**config.mk**
```make
export PLATFORM = sky130hd
export DESIGN_NAME = settle_timer
export DESIGN_NICKNAME = d
export VERILOG_FILES = /design/src/rtl/truth_table_checker_settle_timer.sv
export SDC_FILE = /design/constraint.sdc
export NUM_CORES = 1
export LEC_CHECK = 0
export BUFFER_PORTS_ARGS = -buffer_cell sky130_fd_sc_hd__buf_2
export CAP_MARGIN = 40
export CORE_AREA = 4 4 41 43
export DETAILED_ROUTE_END_ITERATION = 8
export DIE_AREA = 0 0 45 47
export GPL_ROUTABILITY_DRIVEN = 0
export PLACE_DENSITY = 0.45
export SETUP_SLACK_MARGIN = 0.02
export SLEW_MARGIN = 40
export SYNTH_ARGS = -nofsm -noshare
export SYNTH_HDL_FRONTEND = slang
export SYNTH_SLANG_ARGS = --single-unit
```
**constraint.sdc**
```tcl
create_clock -name clock -period 1.95 [get_ports clock]
set_input_delay 0.39 -clock clock [delete_from_list [all_inputs] [get_ports clock]]
set_output_delay 0.39 -clock clock [all_outputs]
set_load 0.03 [all_outputs]
```
**src/rtl/truth_table_checker_settle_timer.sv**
```systemverilog
`default_nettype none
// ============================================================================
//  Module   : settle_timer
//  Purpose  : Loadable down-counter measuring the settle interval between
//             driving a vector and sampling the response.
//  Ports    : clock      - rising-edge clock
//             reset      - asynchronous active-high reset (count -> 0)
//             load_i     - load count with load_val_i (has priority)
//             load_val_i - value to load
//             en_i       - decrement while non-zero
//             expired_o  - count has reached zero
//  Revision : 1.0 - initial release
// ============================================================================
module settle_timer #(
    parameter int W = 4
) (
    input  logic         clock,
    input  logic         reset,
    input  logic         load_i,
    input  logic [W-1:0] load_val_i,
    input  logic         en_i,
    output logic         expired_o
);

    logic [W-1:0] count_q;

    always_ff @(posedge clock or posedge reset) begin
        if (reset) begin
            count_q <= '0;
        end else if (load_i) begin
            count_q <= load_val_i;
        end else if (en_i && (count_q != '0)) begin
            count_q <= count_q - 1'b1;
        end
    end

    assign expired_o = (count_q == '0);

endmodule : settle_timer
`default_nettype wire

```
# ---- Word level (Yosys, flattened, before mapping)
# Cells that the tools add are included.
dict set report totals {
  inputBits 8
  register_bits 4
  mem_count 0
  ram_bits 0
  latchBits 0
  mem_bits_ro 0
  elab_cells 8
}
dict set report op_classes {
  div_mod_pow 0
  reduce_logical 4
  multipliers 0
  n_shift 0
  muxes 2
  n_lt_le_gt_ge 0
  add_sub_neg 1
  bitwise 0
  eq_ne 0
}
# operator n
set ops {}
lappend ops {{4-bit 2-to-1 mux} 2}
lappend ops {{4-bit zero test} 1}
lappend ops {{4-bit nonzero test} 1}
lappend ops {{4-bit by 1-bit subtractor with 4-bit output, second input constant} 1}
lappend ops {{2-bit nonzero test} 1}
lappend ops {{1-bit logical AND} 1}

# ---- Longest topological paths before layout
dict set report logic_depth {
  depth_word 4
  ltp_mapped 5
  ltp_nobuf 5
}

# ---- Worst setup path before layout
# No wires, ideal clock.
dict set report synth_timing {
  path_kind {register to output}
  start {register count_q[0]}
  end {output port expired_o}
  path_buffers 0
  required_ps 1560
  arrival_time_ps 1242
  path_stages_with_launch 5
  slack_ps 318
  path_cell_list {dfrtp_1 > inv_1 > ha_1 > or3b_4 > inv_1}
}
dict set report synth_via {
  elab_chain_cells 1
}
# item line
set synth_rtl {}
lappend synth_rtl {{from (decl)} 25} ;# logic [W-1:0] count_q;
lappend synth_rtl {{from (signal assigned)} 31} ;# count_q <= load_val_i;
lappend synth_rtl {{from (signal assigned)} 33} ;# count_q <= count_q - 1'b1;
lappend synth_rtl {{4-bit zero test} 37} ;# assign expired_o = (count_q == '0);
lappend synth_rtl {{to (decl)} 22} ;# output logic expired_o
# No other way between the ends.

# ---- Worst setup path in the final report
dict set report layout_timing {
  start {register count_q[1]}
  end {output port expired_o}
}
# The elaborated chain is that of the path after synthesis.

==> flow_summary.json <==
{
  "status": "finished clean",
  "power_uw": 267,
  "drc": 0,
  "finalNonFillerCells": 54,
  "crit_required_ps": 1560,
  "numCtsBuffers": 3,
  "max_stage_delay_ps": 390,
  "fin_crit_ps": 1830,
  "hpwl_um": 411,
  "nNetsFinal": 50,
  "hold_violations": 0,
  "largestRegisters": "count_q x4",
  "max-vdd-ir-drop_mv": 0.290,
  "ys_ff_latch": 4,
  "viasPerCell": 4.31,
  "syn_area_um2": 262,
  "clock_latency_ps": 230,
  "dr.pass1.iters": 4,
  "h-tree-depth": 1,
  "maxSlewViolCount": 0,
  "clock_path_buffers": 2,
  "die_w_um": 45,
  "totalNegativeSetupSlack_ps": 0,
  "grt_max_degree": 10,
  "fp-row-count": 13,
  "worst_slew_pin_slew_ps": 269,
  "synth_edf_count": 0,
  "path_clk_slew_ps": 30,
  "max_freq_ghz": 0.545,
  "p_leak_nw": 0.173,
  "finalSetupViolCount": 0,
  "wl_per_cell_um": 9.54,
  "reg2reg_setup_slack_ps": 270,
  "cts_tree": "done",
  "io_pins": 9,
  "die_height_um": 47,
  "coreArea_mm2": 0.00130,
  "grt_pass1_vias": 229,
  "grt_usage": 0.0595,
  "ys_seq_area_frac": 0.383,
  "num_vias": 233,
  "rsz0062_at_grt": "no",
  "routed_wl_um": 515,
  "drive_gt1_frac": 0.436,
  "drtAntennaViolNets": 0,
  "synthTopCellsByArea": "dfrtp_1 38%, a21oi_1 5.7%, inv_1 5.7%",
  "cp-start-kind": "flip-flop",
  "cp-end-kind": "output pin",
  "crit_path_max_fanout": 4,
  "hold_buffers": 0,
  "worstReg2RegEnd": "count_q[0]$_DFFE_PP0P_",
  "yosys_warnings": 0,
  "fin_worst_skew_ps": 0.922,
  "clockRootBuffer": "clkbuf_4",
  "antenna_found_initial": 0,
  "synth.distinct_cells": 17,
  "grt_pass1_wl_um": 848,
  "start_util": 0.201,
  "io_buffers": 8,
  "drt_iter0_drc": 2,
  "synth-async-reset-ratio": 1.00,
  "synth_area_per_cell_um2": 9.34,
  "regMostFlops": "count_q",
  "crit_family": "flip-flops",
  "n_antenna_cell": 0,
  "synth_top_cell_by_area": "dfrtp_1",
  "worstReg2RegStart": "count_q[1]$_DFFE_PP0P_",
  "grt-ovfl-total": 0,
  "worstPathArrival_ps": 1440,
  "syn_nets": 37,
  "rr_worst_depth": 6,
  "drv_cap": 0,
  "power.density_mw_per_mm2": 737,
  "post-place-cells": 50,
  "ys.flop_type": "dfrtp_1",
  "slew_headroom": 0.820,
  "critPathBufInv": 3,
  "clkSinkCount": 4,
  "largest_reg_flops": 4,
  "synth_top_area_share": 0.383,
  "cpMostUsedCell": "inv_1",
  "syn-instance-count": 28,
  "fin_crit_sh": 0.941,
  "syn2layout_area_growth_pct": 38.3,
  "worst_hold_path_type": "in2async",
  "worstSetupPathType": "reg2out",
  "die_area_mm2": 0.00212,
  "crit_chain": "inv_1 > ha_4 > or3b_4 > inv_1 > buf_4",
  "slowest_stage": "dfrtp_1"
}
## area by class of cell
class / instances / area, µm²
Fill cell: 150 / 940
Timing Repair Buffer: 9 / 50.0
Inverter: 4 / 15.0
Sequential cell: 4 / 100
Multi-Input combinational cell: 19 / 155
Tap cell: 15 / 18.8
Clock buffer: 3 / 22.5
## where the power goes
part           switching (mW)  internal [mW]
logic                  0.0312         0.0351
clock network          0.0291         0.0685
registers             0.00918         0.0934
total                  0.0695          0.197
## stage by stage
step	cell area [µm²]	hold WS, ps	util	worst slack, ps
floorplan	262	156	-	318
global placement	317	276	0.243	240
detailed placement	317	271	0.243	235
CTS	344	22.3	0.264	40.9
global route	362	48.5	0.278	46.8
finish	362	28.8	0.278	116
## worst max-delay path by stage
stage,from,end,slack (ps),depth (start not counted)
floorplan,count_q[0]$_DFFE_PP0P_,expired_o,320,4
global placement,count_q[0]$_DFFE_PP0P_,expired_o,240,5
detailed placement,count_q[0]$_DFFE_PP0P_,expired_o,230,5
CTS,count_q[0]$_DFFE_PP0P_,expired_o,40,5
global route,count_q[0]$_DFFE_PP0P_,expired_o,50,5
finish,count_q[1]$_DFFE_PP0P_,expired_o,120,5
## kinds of logic after synthesis
group	after synthesis	synth area share
AO/OA/AOI/OAI	8	0.201
buffers and inverters	5	0.0717
flip-flops	4	0.383
adder cells (fa/ha/maj)	1	0.0478
AND/OR/NAND/NOR	10	0.297
## cell usage after synthesis (2+ instances only)
master / count
o21ai_1: 2
nand2_1: 3
a21oi_1: 3
dfrtp_1: 4
inv_1: 4
## worst reg2reg max path: stages (launching register included)
cell	delay, ps
dfrtp_1	390
inv_1	100
ha_4	140
or3b_4	380
buf_4	150
and3_4	160
o31a_1	230
## layout by cell type (no fill, tap or decap), drive strengths merged
master / Yosys / routed
a21oi: 3 / 3
o21ai: 2 / 2
o31a: 1 / 1
or3b: 1 / 1
nand2: 3 / 3
buf: 0 / 9
and3: 1 / 1
nor4b: 1 / 1
clkbuf: 1 / 3
nor3b: 1 / 1
dfrtp: 4 / 4
a31o: 1 / 1
and4b: 1 / 1
inv: 4 / 4
nor3: 1 / 1
ha: 1 / 1
a221o: 1 / 1
nand2b: 1 / 1
## routing by layer
metal	up-vias	wire length, µm	track usage
met5	-	0	0
met4	0	0	0.0702
met3	0	18	0.0115
met2	5	271	0.0932
met1	103	225	0.0622
li1	125	-	-
## timing repair
item,CTS,global route
setup endpoints to repair,1,1
resized for setup,3,1
setup buffers,0,1
Note: power is estimated with default switching activity, not from simulation.
